`src/rtl/eeprom_access_arbiter_if.sv`:
```
// rtl/eeprom_access_arbiter_if.sv - controller-side bus between the arbiter and the I2C EEPROM controller
//
// master: arbiter side (drives device/register address, write data, control word)
// slave : controller side (drives status word and read data)
//   o_dev_addr [6:0]   7-bit I2C device address
//   o_reg_addr [15:0]  EEPROM byte address of the granted request
//   o_w_data   [31:0]  write data of the granted request
//   o_ctrl     [31:0]  [0] enable, [3:1] op, [6:4] clock rate, [7] clear
//   i_status   [31:0]  [1] finish, [9:2] controller state, [10] sm_enable
//   i_rd_data  [31:0]  {byte0, byte1, byte2, byte3}
interface eeprom_access_arbiter_if;
    logic [6:0]  o_dev_addr;
    logic [15:0] o_reg_addr;
    logic [31:0] o_w_data;
    logic [31:0] o_ctrl;
    logic [31:0] i_status;
    logic [31:0] i_rd_data;

    modport master (
        output o_dev_addr, o_reg_addr, o_w_data, o_ctrl,
        input  i_status, i_rd_data
    );

    modport slave (
        input  o_dev_addr, o_reg_addr, o_w_data, o_ctrl,
        output i_status, i_rd_data
    );
endinterface

```
`src/rtl/eeprom_access_arbiter.sv`:
```
// rtl/eeprom_access_arbiter.sv - round-robin sharing of one I2C EEPROM controller between two requesters
//
// Ports:
//   i_clk, i_rst               clock, synchronous active-high reset
//   i_a_* / o_a_*              requester A (CPU register path): req/rw/addr/wdata in, done/err/rdata out
//   i_b_* / o_b_*              requester B (boot parameter loader), same shape as A
//   ctl                        controller bus (eeprom_access_arbiter_if.master)
//   o_busy                     high whenever the arbiter is not idle
//   o_txn_cnt, o_err_cnt       completion counters, present only with EEPROM_ARB_STATS_EN defined
//
// Optional feature macro: EEPROM_ARB_STATS_EN
module eeprom_access_arbiter #(
    parameter logic [6:0]  DEV_ADDR     = 7'h50,
    parameter logic [2:0]  CLK_RATE     = 3'd7,
    parameter int unsigned CLR_HOLD_CYC = 1024,
    parameter int unsigned TWR_CYC      = 500000,
    parameter int unsigned TIMEOUT_CYC  = 2000000
) (
    input  logic        i_clk,
    input  logic        i_rst,
    input  logic        i_a_req,
    input  logic        i_a_rw,
    input  logic [15:0] i_a_addr,
    input  logic [31:0] i_a_wdata,
    output logic        o_a_done,
    output logic        o_a_err,
    output logic [31:0] o_a_rdata,
    input  logic        i_b_req,
    input  logic        i_b_rw,
    input  logic [15:0] i_b_addr,
    input  logic [31:0] i_b_wdata,
    output logic        o_b_done,
    output logic        o_b_err,
    output logic [31:0] o_b_rdata,
    eeprom_access_arbiter_if.master ctl,
    output logic        o_busy
`ifdef EEPROM_ARB_STATS_EN
    ,
    output logic [15:0] o_txn_cnt,
    output logic [15:0] o_err_cnt
`endif
);

    localparam logic [20:0] TMO_LIM = 21'(TIMEOUT_CYC);

    typedef enum logic [2:0] {
        S_FLUSH,
        S_IDLE,
        S_ISSUE,
        S_WAIT_DONE,
        S_CLEAR,
        S_RESP,
        S_HOLDOFF
    } state_t;

    state_t      state, state_n;
    logic        owner;       // 0 = A, 1 = B
    logic        owner_vld;   // 0 while clearing after reset: nobody to answer
    logic        last_grant;
    logic        op_rd;
    logic        err;
    logic [31:0] rd_buf;
    logic [31:0] cnt;         // cycles spent in the current state
    logic [20:0] tmo_cnt;
    logic [15:0] reg_addr;
    logic [31:0] w_data;

    logic finish, ctrl_busy, tmo_hit, clr_hold_done, twr_done, grant_b, clr_bit, resp_ok_rd;

    assign finish        = ctl.i_status[1];
    assign ctrl_busy     = ctl.i_status[10] || (ctl.i_status[9:2] != 8'd0);
    assign tmo_hit       = tmo_cnt >= TMO_LIM;
    assign clr_hold_done = cnt >= CLR_HOLD_CYC;
    assign twr_done      = (cnt + 32'd1) >= TWR_CYC;
    assign clr_bit       = (state == S_CLEAR) && !clr_hold_done;

    // Tie goes to whoever was not granted last.
    assign grant_b = i_b_req && (!i_a_req || !last_grant);

    // Leaving CLEAR towards RESP with finish low and no earlier error on a read.
    assign resp_ok_rd = (state == S_CLEAR) && (state_n == S_RESP) && op_rd && !err && !finish;

    logic unused_status;
    assign unused_status = &{1'b0, ctl.i_status[31:11], ctl.i_status[0]};

    always_comb begin
        state_n = state;
        case (state)
            S_FLUSH:     if (!ctrl_busy) state_n = S_CLEAR;
            S_IDLE:      if (i_a_req || i_b_req) state_n = S_ISSUE;
            // Drop enable as soon as the controller has picked it up so it is not retriggered.
            S_ISSUE:     if (ctrl_busy || tmo_hit) state_n = (ctrl_busy ? S_WAIT_DONE : S_CLEAR);
            // Back in state 0 without finish means the controller gave up (NACK).
            S_WAIT_DONE: if (finish || !ctrl_busy || tmo_hit) state_n = S_CLEAR;
            S_CLEAR:     if (clr_hold_done && (!finish || tmo_hit))
                             state_n = owner_vld ? S_RESP : S_IDLE;
            S_RESP:      state_n = (!op_rd && !err) ? S_HOLDOFF : S_IDLE;
            S_HOLDOFF:   if (twr_done) state_n = S_IDLE;
            default:     state_n = S_FLUSH;
        endcase
    end

    always_ff @(posedge i_clk) begin
        if (i_rst) begin
            state      <= S_FLUSH;
            owner      <= 1'b0;
            owner_vld  <= 1'b0;
            last_grant <= 1'b1;
            op_rd      <= 1'b0;
            err        <= 1'b0;
            rd_buf     <= '0;
            cnt        <= '0;
            tmo_cnt    <= '0;
            reg_addr   <= '0;
            w_data     <= '0;
            o_a_rdata  <= '0;
            o_b_rdata  <= '0;
            o_busy     <= 1'b0;
        end else begin
            state  <= state_n;
            o_busy <= (state_n != S_IDLE);
            cnt    <= (state_n != state) ? 32'd0 : cnt + 32'd1;

            // The bound restarts at each issue and again for the clear handshake.
            if ((state_n != state) && ((state_n == S_ISSUE) || (state_n == S_CLEAR)))
                tmo_cnt <= '0;
            else if (tmo_cnt != '1)
                tmo_cnt <= tmo_cnt + 21'd1;

            if ((state == S_IDLE) && (state_n == S_ISSUE)) begin
                owner      <= grant_b;
                last_grant <= grant_b;
                owner_vld  <= 1'b1;
                err        <= 1'b0;
                op_rd      <= grant_b ? i_b_rw    : i_a_rw;
                reg_addr   <= grant_b ? i_b_addr  : i_a_addr;
                w_data     <= grant_b ? i_b_wdata : i_a_wdata;
            end

            if ((state == S_ISSUE) && !ctrl_busy && tmo_hit)
                err <= 1'b1;

            if (state == S_WAIT_DONE) begin
                if (finish) begin
                    if (op_rd) rd_buf <= ctl.i_rd_data;
                    err <= 1'b0;
                end else if (!ctrl_busy || tmo_hit) begin
                    err <= 1'b1;
                end
            end

            // Finish still high when CLEAR gives up means the clear handshake timed out.
            if ((state == S_CLEAR) && (state_n != S_CLEAR) && finish)
                err <= 1'b1;

            if (resp_ok_rd) begin
                if (owner) o_b_rdata <= rd_buf;
                else       o_a_rdata <= rd_buf;
            end
        end
    end

`ifdef EEPROM_ARB_STATS_EN
    always_ff @(posedge i_clk) begin
        if (i_rst) begin
            o_txn_cnt <= '0;
            o_err_cnt <= '0;
        end else if (state == S_RESP) begin
            if (!err && (o_txn_cnt != 16'hFFFF)) o_txn_cnt <= o_txn_cnt + 16'd1;
            if (err && (o_err_cnt != 16'hFFFF))  o_err_cnt <= o_err_cnt + 16'd1;
        end
    end
`endif

    assign o_a_done = (state == S_RESP) && !owner;
    assign o_b_done = (state == S_RESP) && owner;
    assign o_a_err  = o_a_done && err;
    assign o_b_err  = o_b_done && err;

    assign ctl.o_dev_addr = DEV_ADDR;
    assign ctl.o_reg_addr = reg_addr;
    assign ctl.o_w_data   = w_data;
    assign ctl.o_ctrl     = {24'd0, clr_bit, CLK_RATE, 2'b00, op_rd, (state == S_ISSUE)};

endmodule

```
`src/flat_wrapper.sv`:
```
// flat-port wrapper written by rule: the top's interface ports become plain ports
module eeprom_access_arbiter_flat 
#(
    parameter logic [6:0]  DEV_ADDR     = 7'h50,
    parameter logic [2:0]  CLK_RATE     = 3'd7,
    parameter int unsigned CLR_HOLD_CYC = 1024,
    parameter int unsigned TWR_CYC      = 500000,
    parameter int unsigned TIMEOUT_CYC  = 2000000
)
  (i_clk, i_rst, i_a_req, i_a_rw, i_a_addr, i_a_wdata, o_a_done, o_a_err, o_a_rdata, i_b_req, i_b_rw, i_b_addr, i_b_wdata, o_b_done, o_b_err, o_b_rdata, o_busy, ctl_o_dev_addr, ctl_o_reg_addr, ctl_o_w_data, ctl_o_ctrl, ctl_i_status, ctl_i_rd_data);
  eeprom_access_arbiter_if ctl_i ();
  input  logic i_clk;
  input  logic i_rst;
  input  logic i_a_req;
  input  logic i_a_rw;
  input  logic [15:0] i_a_addr;
  input  logic [31:0] i_a_wdata;
  output logic o_a_done;
  output logic o_a_err;
  output logic [31:0] o_a_rdata;
  input  logic i_b_req;
  input  logic i_b_rw;
  input  logic [15:0] i_b_addr;
  input  logic [31:0] i_b_wdata;
  output logic o_b_done;
  output logic o_b_err;
  output logic [31:0] o_b_rdata;
  output logic o_busy;
  output wire logic [$bits(ctl_i.o_dev_addr)-1:0] ctl_o_dev_addr;
  output wire logic [$bits(ctl_i.o_reg_addr)-1:0] ctl_o_reg_addr;
  output wire logic [$bits(ctl_i.o_w_data)-1:0] ctl_o_w_data;
  output wire logic [$bits(ctl_i.o_ctrl)-1:0] ctl_o_ctrl;
  input wire logic [$bits(ctl_i.i_status)-1:0] ctl_i_status;
  input wire logic [$bits(ctl_i.i_rd_data)-1:0] ctl_i_rd_data;
  assign ctl_o_dev_addr = ctl_i.o_dev_addr;
  assign ctl_o_reg_addr = ctl_i.o_reg_addr;
  assign ctl_o_w_data = ctl_i.o_w_data;
  assign ctl_o_ctrl = ctl_i.o_ctrl;
  assign ctl_i.i_status = ctl_i_status;
  assign ctl_i.i_rd_data = ctl_i_rd_data;
  eeprom_access_arbiter #(.DEV_ADDR(DEV_ADDR), .CLK_RATE(CLK_RATE), .CLR_HOLD_CYC(CLR_HOLD_CYC), .TWR_CYC(TWR_CYC), .TIMEOUT_CYC(TIMEOUT_CYC)) u_core (.i_clk(i_clk), .i_rst(i_rst), .i_a_req(i_a_req), .i_a_rw(i_a_rw), .i_a_addr(i_a_addr), .i_a_wdata(i_a_wdata), .o_a_done(o_a_done), .o_a_err(o_a_err), .o_a_rdata(o_a_rdata), .i_b_req(i_b_req), .i_b_rw(i_b_rw), .i_b_addr(i_b_addr), .i_b_wdata(i_b_wdata), .o_b_done(o_b_done), .o_b_err(o_b_err), .o_b_rdata(o_b_rdata), .ctl(ctl_i), .o_busy(o_busy));
endmodule
```
`config.mk`:
```
export PLATFORM = sky130hd
export DESIGN_NAME = eeprom_access_arbiter_flat
export DESIGN_NICKNAME = d
export VERILOG_FILES = /design/src/rtl/eeprom_access_arbiter_if.sv /design/src/rtl/eeprom_access_arbiter.sv /design/src/flat_wrapper.sv
export SDC_FILE = /design/constraint.sdc
export NUM_CORES = 1
export LEC_CHECK = 0
export BUFFER_PORTS_ARGS = -buffer_cell sky130_fd_sc_hd__buf_2
export CAP_MARGIN = 30
export CELL_PAD_IN_SITES_DETAIL_PLACEMENT = 1
export CELL_PAD_IN_SITES_GLOBAL_PLACEMENT = 1
export CORE_MARGIN = 2
export CORE_UTILIZATION = 40
export CTS_CLUSTER_DIAMETER = 200
export CTS_CLUSTER_SIZE = 8
export DETAILED_ROUTE_END_ITERATION = 10
export MAX_ROUTING_LAYER = met4
export PLACE_DENSITY_LB_ADDON = 0.2
export SKIP_CTS_REPAIR_TIMING = 1
export SLEW_MARGIN = 20
export SYNTH_ARGS = -nofsm -noshare
export SYNTH_HDL_FRONTEND = slang
export SYNTH_SLANG_ARGS = --single-unit
```
`constraint.sdc`:
```
create_clock -name i_clk -period 4.9 [get_ports i_clk]
set_input_delay 0.98 -clock i_clk [delete_from_list [all_inputs] [get_ports i_clk]]
set_output_delay 0.98 -clock i_clk [all_outputs]
set_load 0.02 [all_outputs]
```
=== Word-level counts from Yosys, hierarchy flattened ===
Index checks and enable logic that the tools add are counted.

* Eq/ne operators: 13
* Add/subtract/negate cells: 2
* Reductions and logical operators: 42
* Bitwise logic cells: 1
* Muxes and demuxes: 19
* Order comparisons: 3

{| class="wikitable"
|+ Operators by type and width
! operator !! count
|-
| 32-bit by 1-bit adder with 32-bit output, second input constant || 1
|-
| 32-bit by 11-bit >= comparator with 1-bit output, second input constant || 1
|-
| 32-bit by 19-bit >= comparator with 1-bit output, second input constant || 1
|-
| 32-bit two-way mux || 1
|-
| 3-bit two-way mux || 9
|-
| 21-bit by 1-bit adder with 21-bit output, second input constant || 1
|-
| 21-bit >= comparator, second input constant || 1
|-
| 21-bit inequality test, second input constant || 1
|-
| 3-bit one-hot mux with 7 select lines || 1
|-
| 1-bit logical AND || 18
|-
| 16-bit two-way mux || 1
|-
| 3-bit == test, second input constant || 5
|-
| 3-bit by 2-bit == test with 1-bit output, second input constant || 3
|-
| 1-bit logical OR || 9
|-
| 1-bit logical NOT || 8
|-
| 8-bit nonzero test || 1
|-
| 1-bit two-way mux || 7
|-
| 2-bit AND reduction || 2
|-
| 2-bit OR reduction || 2
|-
| 3-bit by 1-bit == test with 1-bit output, second input constant || 1
|-
| 3-bit logical NOT || 1
|-
| 3-bit by 1-bit inequality test with 1-bit output, second input constant || 1
|-
| 3-bit inequality test || 1
|-
| 3-bit inequality test, second input constant || 1
|-
| 2 further kinds || 2
|}

* Register bits after elaboration: 206
* Input bits: 166
* Output and inout port bits: 156
* Word-level logic and storage cells: 94

=== Longest topological paths before layout ===
Gate-level depths: netlist of the first run.

* Depth in word-level cells: 15
* Mapped depth: 11
* Depth with buffers taken out: 9

=== Worst setup path before layout of the first run ===
OpenSTA, ideal clock, no wires.

* Kind: input to register
* Start point: in ctl_i_status[6]
* End point: reg u_core.tmo_cnt[12]
* Data arrival time: 2744 ps
* Buffers on the path: 2
* Stages: 9
* Setup time: 133 ps
* Required time: 4767 ps
* Setup slack: 2024 ps
* Cells stage by stage: nor4_1 -> nand3_1 -> a31o_2 -> a21o_1 -> a21oi_1 -> a21o_1 -> clkbuf_1 -> clkbuf_1 -> a21oi_1

* Cells in the longest elaborated chain, start to end: 11
* Elaborated cells between the ends (all ways): 17
* Classes of those cells: eq/ne (3); mux (5); reduce/logical (9)

{| class="wikitable"
|+ Ends and longest elaborated chain
! element !! line !! source
|-
| from (decl) || flat_wrapper.sv:33 || <nowiki>input wire logic [$bits(ctl_i.i_status)-1:0] ctl_i_status;</nowiki>
|-
| 8-bit nonzero test * || eeprom_access_arbiter.sv:71 || <nowiki>assign ctrl_busy = ctl.i_status[10] || (ctl.i_status[9:2] != 8'd0);</nowiki>
|-
| 1-bit logical OR * || eeprom_access_arbiter.sv:71 ||
|-
| 1-bit logical NOT || - ||
|-
| 1-bit logical OR (2 in a row) || eeprom_access_arbiter.sv:94 || <nowiki>S_WAIT_DONE: if (finish || !ctrl_busy || tmo_hit) state_n = S_CLEAR;</nowiki>
|-
| 3-bit two-way mux || eeprom_access_arbiter.sv:94 ||
|-
| 3-bit one-hot mux with 7 select lines * || eeprom_access_arbiter.sv:88 || <nowiki>case (state)</nowiki>
|-
| 3-bit by 2-bit == test with 1-bit output / 3-bit == test (equally long branches) || eeprom_access_arbiter.sv:125 || <nowiki>if ((state_n != state) && ((state_n == S_ISSUE) || (state_n == S_CLEAR)))</nowiki>
|-
| 1-bit logical OR || eeprom_access_arbiter.sv:125 ||
|-
| 1-bit logical AND * || eeprom_access_arbiter.sv:125 ||
|-
| 2-bit OR reduction (no line) * || - ||
|-
| to (signal assigned) || eeprom_access_arbiter.sv:128 || <nowiki>tmo_cnt <= tmo_cnt + 21'd1;</nowiki>
|-
| to (decl) || eeprom_access_arbiter.sv:64 || <nowiki>logic [20:0] tmo_cnt;</nowiki>
|}

Every way passes the cells marked *; elsewhere a longest branch is shown, timed or not.
A chain may end at the register's enable or synchronous reset.

=== Final worst setup path of the first run ===
* Start point: reg u_core.cnt[28]
* End point: out ctl_o_ctrl[7]

* Cells in the longest elaborated chain, start to end: 3

{| class="wikitable"
|+ Ends and longest elaborated chain
! element !! line !! source
|-
| from (decl) || eeprom_access_arbiter.sv:63 || <nowiki>logic [31:0] cnt;</nowiki>
|-
| from (signal assigned) || eeprom_access_arbiter.sv:122 || <nowiki>cnt <= (state_n != state) ? 32'd0 : cnt + 32'd1;</nowiki>
|-
| 32-bit by 11-bit >= comparator with 1-bit output || eeprom_access_arbiter.sv:73 || <nowiki>assign clr_hold_done = cnt >= CLR_HOLD_CYC;</nowiki>
|-
| 1-bit logical NOT || eeprom_access_arbiter.sv:75 || <nowiki>assign clr_bit = (state == S_CLEAR) && !clr_hold_done;</nowiki>
|-
| 1-bit logical AND || eeprom_access_arbiter.sv:75 ||
|-
| to (decl) || flat_wrapper.sv:32 || <nowiki>output wire logic [$bits(ctl_i.o_ctrl)-1:0] ctl_o_ctrl;</nowiki>
|}

Every way passes these cells.

==> results of run 1 <==
area by class of cell:
type	count	share of cell area
timing repair buffer	277	0.125
sequential	206	0.355
clock buffer	30	0.0636
tap	319	0.0343
multi-input combinational	793	0.415
inverter	15	0.00484
antenna	3	0.000645
clock inverter	1	0.00172
registers in the layout, summed over array words and instances (netlist names):
register	cells
u_core.tmo_cnt	21
u_core.rd_buf	32
u_core.cnt	32
u_core.o_b_rdata	32
u_core.op_rd	1
u_core.last_grant	1
u_core.o_busy	1
u_core.ctl.o_reg_addr	16
u_core.owner_vld	1
u_core.err	1
u_core.ctl.o_w_data	32
u_core.state	3
u_core.owner	1
u_core.o_a_rdata	32
cell usage after synthesis (3+ instances only):
| master | count | area [sq um] |
|---|---|---|
| nand2b_1 | 3 | 18.8 |
| a21o_1 | 4 | 30.0 |
| nor3b_1 | 3 | 22.5 |
| inv_1 | 15 | 56.3 |
| nand4_1 | 20 | 125 |
| or4_1 | 4 | 30.0 |
| ha_1 | 4 | 50.1 |
| o31ai_1 | 3 | 22.5 |
| xnor2_1 | 19 | 166 |
| a211oi_1 | 51 | 383 |
| or3_1 | 4 | 25.0 |
| and3_1 | 8 | 50.1 |
| nand2_1 | 193 | 724 |
| buf_2 | 11 | 55.1 |
| buf_6 | 4 | 45.0 |
| a21oi_1 | 62 | 310 |
| buf_1 | 4 | 15.0 |
| clkbuf_1 | 55 | 206 |
| dfxtp_1 | 206 | 4120 |
| and4_1 | 10 | 87.6 |
| xor2_1 | 29 | 254 |
| nor2b_1 | 5 | 31.3 |
| mux2i_1 | 117 | 1170 |
| nor2_1 | 119 | 447 |
| nor4_1 | 10 | 62.6 |
| o21ai_0 | 12 | 60.1 |
| nand3_1 | 27 | 135 |
| nor3_1 | 11 | 55.1 |
| a31o_2 | 3 | 26.3 |
| buf_4 | 41 | 308 |
worst min-delay path, cell delays in order (launching register included):
cell	delay (ns)
dfxtp_1	0.30
nand2_1	0.05
mux2i_1	0.05
worst max-delay path by stage:
stage          cells after the start                       from                                end
5_1_grt                            9  u_core.cnt[10]$_SDFF_PP0_  u_core.o_b_rdata[19]$_SDFFE_PP0P_
3_3_place_gp                       9            ctl_i_status[6]  u_core.o_a_rdata[27]$_SDFFE_PP0P_
4_1_cts                            4  u_core.cnt[28]$_SDFF_PP0_                      ctl_o_ctrl[7]
6_report                           4  u_core.cnt[28]$_SDFF_PP0_                      ctl_o_ctrl[7]
2_1_floorplan                      9            ctl_i_status[6]    u_core.tmo_cnt[12]$_SDFFE_PP0P_
3_5_place_dp                       9            ctl_i_status[6]  u_core.o_a_rdata[14]$_SDFFE_PP0P_
per-layer routing:
| metal | track usage | wire, um | vias up |
|---|---|---|---|
| li1 | - | - | 4135 |
| met1 | 0.256 | 11700 | 3970 |
| met2 | 0.401 | 14200 | 215 |
| met3 | 0.0523 | 1700 | 35 |
| met4 | 0.0519 | 465 | 0 |
| met5 | - | 0 | - |
power by group:
part	leakage (nW)	internal [mW]	total [mW]	switching (mW)
clock	0.374	1.05	1.76	0.710
sequential	1.66	1.69	1.71	0.0204
combinational	2.91	0.0860	0.211	0.125
cells by family after synthesis:
kind of cell	share of synthesized area
other	0.000792
xor gates and xnor gates	0.0444
DFF	0.435
adders and majority gates	0.00528
AOI/OAI and AO/OA	0.110
buffers and inverters	0.0724
and+or+nand+nor	0.207
muxes	0.125
==> impl_metrics.tcl, run 1 <==
set metrics [dict create \
    rsz0062_at_grt "no" \
    path_delay_family "simple AND/OR/NAND/NOR gates" \
    fp.coreArea_sq_um 23300 \
    ys_seq_elements 206 \
    fin_nets 1492 \
    h-tree-depth 1 \
    post-route-min-period_ns 3.53 \
    dp_hpwl_um 19800 \
    p_leak_nw 4.94 \
    worstSetupEndpointType "output pin" \
    fp.dieW_um 158 \
    r2r-end "u_core.o_b_rdata[19]$_SDFFE_PP0P_" \
    post_drt_via_cell_ratio 5.08 \
    io_buffers 263 \
    cts_max_path_buffers 3 \
    fin_ws_ns 1.37 \
    placedInstanceArea_sq_um 10800 \
    cts_buffers 29 \
    drc 0 \
    avgSynthCellArea_sq_um 8.65 \
    finalSetupViolations 0 \
    firstDrtPassIters 4 \
    wl_um 28000 \
    dp_cells 1608 \
    status "complete, no violations" \
    most-common-layout-cells "buf_2 (262), dfxtp_1 (206), nand2_1 (193)" \
    crit_buf_inv 1 \
    clk_latency_ns 0.55 \
    layout_commonest_cell "buf_2" \
    rrSetupSlack_ns 1.46 \
    irDropWorstVdd_uv 213 \
    std_cell_rows 56 \
    p_per_area_nw_per_um2 317 \
    syn-cell-area_sq_um 9480 \
    maxCapViolCount 0 \
    track_usage 0.225 \
    fp.dieH_um 158 \
    cts.sinks 206 \
    cpMaxStageDelayCell "nor4_1" \
    grt_start_max_net_pins 104 \
    fmax_ghz 0.283 \
    final_cells 1644 \
    dieArea_sq_um 24900 \
    grt_antenna_before_repair 2 \
    tightest_slew_ns 0.914 \
    timing.final.crit_share 0.720 \
    max_slew_margin 0.391 \
    wire_per_inst_um 17.1 \
    worstHoldPathCells 2 \
    whs_endpoint "u_core.o_b_rdata[2]$_SDFFE_PP0P_" \
    min_from "u_core.o_b_rdata[2]$_SDFFE_PP0P_" \
    grt-ovfl-total 0 \
    ys.flop_type "dfxtp_1" \
    tritoncts "built" \
    crit_chain "or3_1 > or4_1 > nor4_1 > buf_2" \
    synth.distinct_cells 59 \
    cp.required_ns 3.92 \
    cp_max_fo 7 \
    whs_ns 0.453 \
    register_area_sq_um 4120 \
    drive_above_1_share 0.248 \
    hold_path_class "register to register" \
    nFillCells 2816 \
    crit_path_max_incr_delay_ns 0.49 \
    ys.warnings.count 0 \
    async_reset_ff_frac 0 \
    synth_seq_area_share 0.435 \
    fin_skew_ns 0.0190 \
    grt_pass1_vias 8448 \
    drv_slew 0 \
    grt_pass1_wl_um 43600 \
    synth_edf_count 0 \
    clk_pin_slew_worst_paths_ns 0.05 \
    design_area_sq_um 11600 \
    start_kind "register" \
    ff2ff_path_depth 9 \
    place_congestion 0.816 \
    worstPathArrival_ns 2.55 \
    worstSetupPathType "register to output pin" \
    total_power_mw 3.69 \
    fin_tns_setup_ns 0 \
    timing.rr.start "u_core.cnt[10]$_SDFF_PP0_" \
    postLayoutCoreUtil 0.498 \
    start_util 0.406 \
    drtIter0Drc 354 \
    ioPinCount 322 \
    dr_total_vias 8355 \
    hold_viol_final 0 \
    multi_input_area_sq_um 4830 \
    cts_root_buf "clkbuf_16" \
    ant_nets 0 \
    syn2layout_area_growth_pct 22.7 \
    netlist_instances 1095 \
    pre_cts_ws_ns 1.09 \
]
Note: power is estimated with default switching activity, not from simulation.
==> run 2: changes to the inputs <==
- CORE_UTILIZATION: 40 -> 37
- clock period: 4.9 -> 3.3 ns (I/O delays scaled with it)
==> run 2 against run 1 <==
Effect of this change: hold slack lost 0.099 ns; die area is 7.9% higher; via count is 0.35% higher; register-to-register slack worse by 1.2 ns; critical path type is now register to register; critical endpoint is now u_core.o_b_rdata[5]$_SDFFE_PP0P_.
==> impl_metrics.tcl, run 2 (same netlist as run 1, synthesis figures left out) <==
set metrics [dict create \
    status "complete, no violations" \
    fmax_ghz 0.325 \
    grt_pass1_wl_um 43500 \
    cts_buffers 29 \
    wire_per_inst_um 16.6 \
    ant_nets 0 \
    worstSetupPathType "register to register" \
    maxCapViolCount 0 \
    clk_pin_slew_worst_paths_ns 0.05 \
    dp_hpwl_um 19400 \
    crit_chain "ha_1 > nand3_1 > nor3_2 > mux2i_1 > a32o_1 > o211ai_2 > a31oi_4 > o2111a_2 > buf_12 > mux2i_1" \
    start_util 0.376 \
    hold_viol_final 0 \
    fin_tns_setup_ns 0 \
    fp.dieH_um 164 \
    tightest_slew_ns 0.816 \
    fp.dieW_um 164 \
    finalSetupViolations 0 \
    cts.sinks 206 \
    tritoncts "built" \
    fin_skew_ns 0.0172 \
    clk_latency_ns 0.55 \
    ioPinCount 322 \
    max_slew_margin 0.456 \
    nFillCells 3035 \
    syn2layout_area_growth_pct 23.6 \
    rsz0062_at_grt "yes" \
    firstDrtPassIters 4 \
    fp.coreArea_sq_um 25200 \
    crit_path_max_incr_delay_ns 0.41 \
    fin_nets 1495 \
    grt_antenna_before_repair 3 \
    crit_buf_inv 1 \
    place_congestion 0.819 \
    dp_cells 1623 \
    final_cells 1657 \
    most-common-layout-cells "buf_2 (262), dfxtp_1 (206), nand2_1 (193)" \
    cp_common_cell "mux2i_1" \
    wl_um 27600 \
    track_usage 0.207 \
    worstSetupEndpointType "register" \
    timing.final.crit_share 0.931 \
    dieArea_sq_um 26900 \
    irDropWorstVdd_uv 337 \
    grt_start_max_net_pins 104 \
    p_per_area_nw_per_um2 466 \
    drtIter0Drc 303 \
    drc 0 \
    drv_slew 0 \
    whs_ns 0.354 \
    post_drt_via_cell_ratio 5.06 \
    h-tree-depth 1 \
    hold_path_class "primary input to register" \
    p_leak_nw 4.98 \
    cts_max_path_buffers 3 \
    cpMaxStageDelayCell "dfxtp_1" \
    path_delay_family "compound AO/OA/AOI/OAI gates" \
    grt-ovfl-total 0 \
    cp_max_fo 32 \
    start_kind "register" \
    std_cell_rows 58 \
    layout_commonest_cell "buf_2" \
    drive_above_1_share 0.250 \
    dr_total_vias 8384 \
    cts_root_buf "clkbuf_16" \
    grt_pass1_vias 8591 \
    cp.required_ns 3.77 \
    io_buffers 263 \
    worstPathArrival_ns 3.54 \
    post-route-min-period_ns 3.07 \
]
[run 2: cell types whose count changed in the layout (fill, tap and decap cells not counted), sizes merged]
| cell | delta |
|---|---|
| buf | +3 |
| diode | -1 |
[run 2: through the flow]
stage / utilization / setup slack [ns] / total power, mW / instance area [sq um]
global route: 0.465 / -0.0214 / 5.68 / 11700
CTS: 0.464 / 0.155 / 5.55 / 11700
detailed placement: 0.434 / 0.233 / 2.91 / 10900
finish: 0.465 / 0.226 / 5.46 / 11700
floorplan: - / 0.707 / 2.80 / 9600
global placement: 0.434 / 0.342 / 2.91 / 10900
[run 2: worst paths after layout]
kind	slack (ns)	cells after the start	from	endpoint
worst max register to register	0.23	10	u_core.cnt[0]$_SDFF_PP0_	u_core.o_b_rdata[5]$_SDFFE_PP0P_
worst min-delay path	0.35	3	ctl_i_rd_data[5]	u_core.rd_buf[5]$_SDFFE_PP0P_
worst min register to register	0.45	2	u_core.o_b_rdata[12]$_SDFFE_PP0P_	u_core.o_b_rdata[12]$_SDFFE_PP0P_
worst max-delay path	0.23	10	u_core.cnt[0]$_SDFF_PP0_	u_core.o_b_rdata[5]$_SDFFE_PP0P_
[run 2: layout make-up]
class,count,area [sq um],share of cell area
multi-input combinational,793,4830,0.412
timing repair buffer,280,1530,0.131
tap,330,413,0.0352
sequential,206,4120,0.352
antenna,2,5.00,0.000427
clock inverter,1,20.0,0.00171
inverter,15,56.3,0.00481
clock buffer,30,739,0.0631
[run 2: metal layers]
layer	GRT usage	vias to the layer above	wire length, um
met2	0.365	246	13800
met5	-	-	0
met4	0.0598	0	675
met3	0.0444	45	1710
met1	0.235	3960	11400
li1	-	4133	-
[run 2: where the power goes]
| part | internal (mW) | switching, mW |
|---|---|---|
| Clock | 1.56 | 1.04 |
| Sequential | 2.52 | 0.0288 |
| Combinational | 0.128 | 0.187 |
| Total | 4.20 | 1.26 |
[run 2: worst min-delay path: stages]
cell and delay, ns:
buf_2 0.10, nand2_1 0.04, a21oi_1 0.05
==> run 3: changes to the inputs <==
- CELL_PAD_IN_SITES_DETAIL_PLACEMENT: 1 -> not set
- CELL_PAD_IN_SITES_GLOBAL_PLACEMENT: 1 -> not set
- CORE_UTILIZATION: 37 -> 50
==> run 3 against run 2 <==
Effect of this change: global-route usage is 3.7 points higher; largest power group unchanged; final area shrank 1.1%; flip-flop and latch count unchanged.
==> impl_metrics.tcl, run 3 (same netlist as run 1, synthesis figures left out) <==
set metrics [dict create \
    status "complete, no violations" \
    wl_um 24600 \
    track_usage 0.244 \
    dp_hpwl_um 17100 \
    grt_antenna_before_repair 3 \
    fp.dieW_um 142 \
    syn2layout_area_growth_pct 22.2 \
    p_leak_nw 4.97 \
    hold_viol_final 0 \
    grt_start_max_net_pins 104 \
    wire_per_inst_um 15.8 \
    cp_max_fo 7 \
    drive_above_1_share 0.249 \
    ioPinCount 322 \
    fin_nets 1493 \
    layout_commonest_cell "buf_2" \
    post_drt_via_cell_ratio 5.30 \
    whs_ns 0.362 \
    most-common-layout-cells "buf_2 (262), dfxtp_1 (206), nand2_1 (193)" \
    total_power_mw 5.43 \
    std_cell_rows 50 \
    h-tree-depth 1 \
    tritoncts "built" \
    post-route-min-period_ns 3.11 \
    fmax_ghz 0.322 \
    start_kind "register" \
    ant_nets 0 \
    hold_path_class "primary input to register" \
    timing.final.crit_share 0.942 \
    worstSetupPathType "register to output pin" \
    worstSetupEndpointType "output pin" \
    drtIter0Drc 351 \
    cts_max_path_buffers 3 \
    fin_skew_ns 0.0171 \
    irDropWorstVdd_uv 340 \
    postLayoutCoreUtil 0.621 \
    cts_buffers 29 \
    tightest_slew_ns 0.640 \
    crit_path_max_incr_delay_ns 0.46 \
    dr_total_vias 8273 \
    dieArea_sq_um 20100 \
    p_per_area_nw_per_um2 469 \
    drv_slew 0 \
    grt-ovfl-total 0 \
    max_slew_margin 0.573 \
    fp.coreArea_sq_um 18600 \
    fin_ws_ns 0.190 \
    firstDrtPassIters 5 \
    drc 0 \
    cpMaxStageDelayCell "or4_1" \
    cp.required_ns 2.64 \
    worstPathArrival_ns 2.45 \
    place_congestion 0.857 \
    clk_pin_slew_worst_paths_ns 0.05 \
    clk_latency_ns 0.54 \
    cts_root_buf "clkbuf_16" \
    finalSetupViolations 0 \
    pre_cts_ws_ns 0.277 \
    grt_pass1_vias 7822 \
    rsz0062_at_grt "no" \
    io_buffers 263 \
    grt_pass1_wl_um 39000 \
    crit_chain "or3_1 > or4_1 > nor4_1 > buf_2" \
    cts.sinks 206 \
    start_util 0.508 \
    fin_tns_setup_ns 0 \
    fp.dieH_um 142 \
    maxCapViolCount 0 \
]
[run 3: cell count changes in the layout (fill, tap and decap cells not counted)]
| cell | delta |
|---|---|
| diode_2 | +1 |
| buf_4 | -2 |
[run 3: critical path: cells and delay by family (launching register included)]
kind | cells | cell delay [ns]
AND/OR/NAND/NOR | 3 | 1.28
buffers and inverters | 1 | 0.25
flip-flops | 1 | 0.38
[run 3: per-stage QoR]
stage	instances	cell area, sq um
6_report	1560	11600
5_1_grt	1560	11600
4_1_cts	1556	11500
3_5_place_dp	1525	10800
3_3_place_gp	1525	10800
2_1_floorplan	1129	9600
[run 3: final timing paths]
| kind | to | depth (start not counted) | slack (ns) | from |
|---|---|---|---|---|
| max | ctl_o_ctrl[7] | 4 | 0.19 | u_core.cnt[28]$_SDFF_PP0_ |
| min | u_core.rd_buf[26]$_SDFFE_PP0P_ | 3 | 0.36 | ctl_i_rd_data[26] |
| max reg2reg | u_core.o_b_rdata[5]$_SDFFE_PP0P_ | 9 | 0.24 | u_core.cnt[15]$_SDFF_PP0_ |
| min reg2reg | u_core.o_a_rdata[18]$_SDFFE_PP0P_ | 2 | 0.45 | u_core.o_a_rdata[18]$_SDFFE_PP0P_ |
[run 3: area by class of cell]
type | instances | area, sq um
fillers | 1684 | 7060
clock buffers | 30 | 739
inverters | 15 | 56.3
diodes | 3 | 7.51
well taps | 234 | 293
flip-flops and latches | 206 | 4120
clock inverters | 1 | 20.0
repair buffers | 278 | 1510
multi-input cells | 793 | 4830
[run 3: power breakdown]
group | internal, mW | switching [mW]
Combinational | 0.127 | 0.178
Sequential | 2.52 | 0.0300
Clock | 1.56 | 1.02
[run 3: layer usage]
layer  routed length [um]  global-route usage
met4                  530              0.0663
met1                10500               0.296
met3                 1420              0.0466
met5                    0                   -
met2                12100               0.416
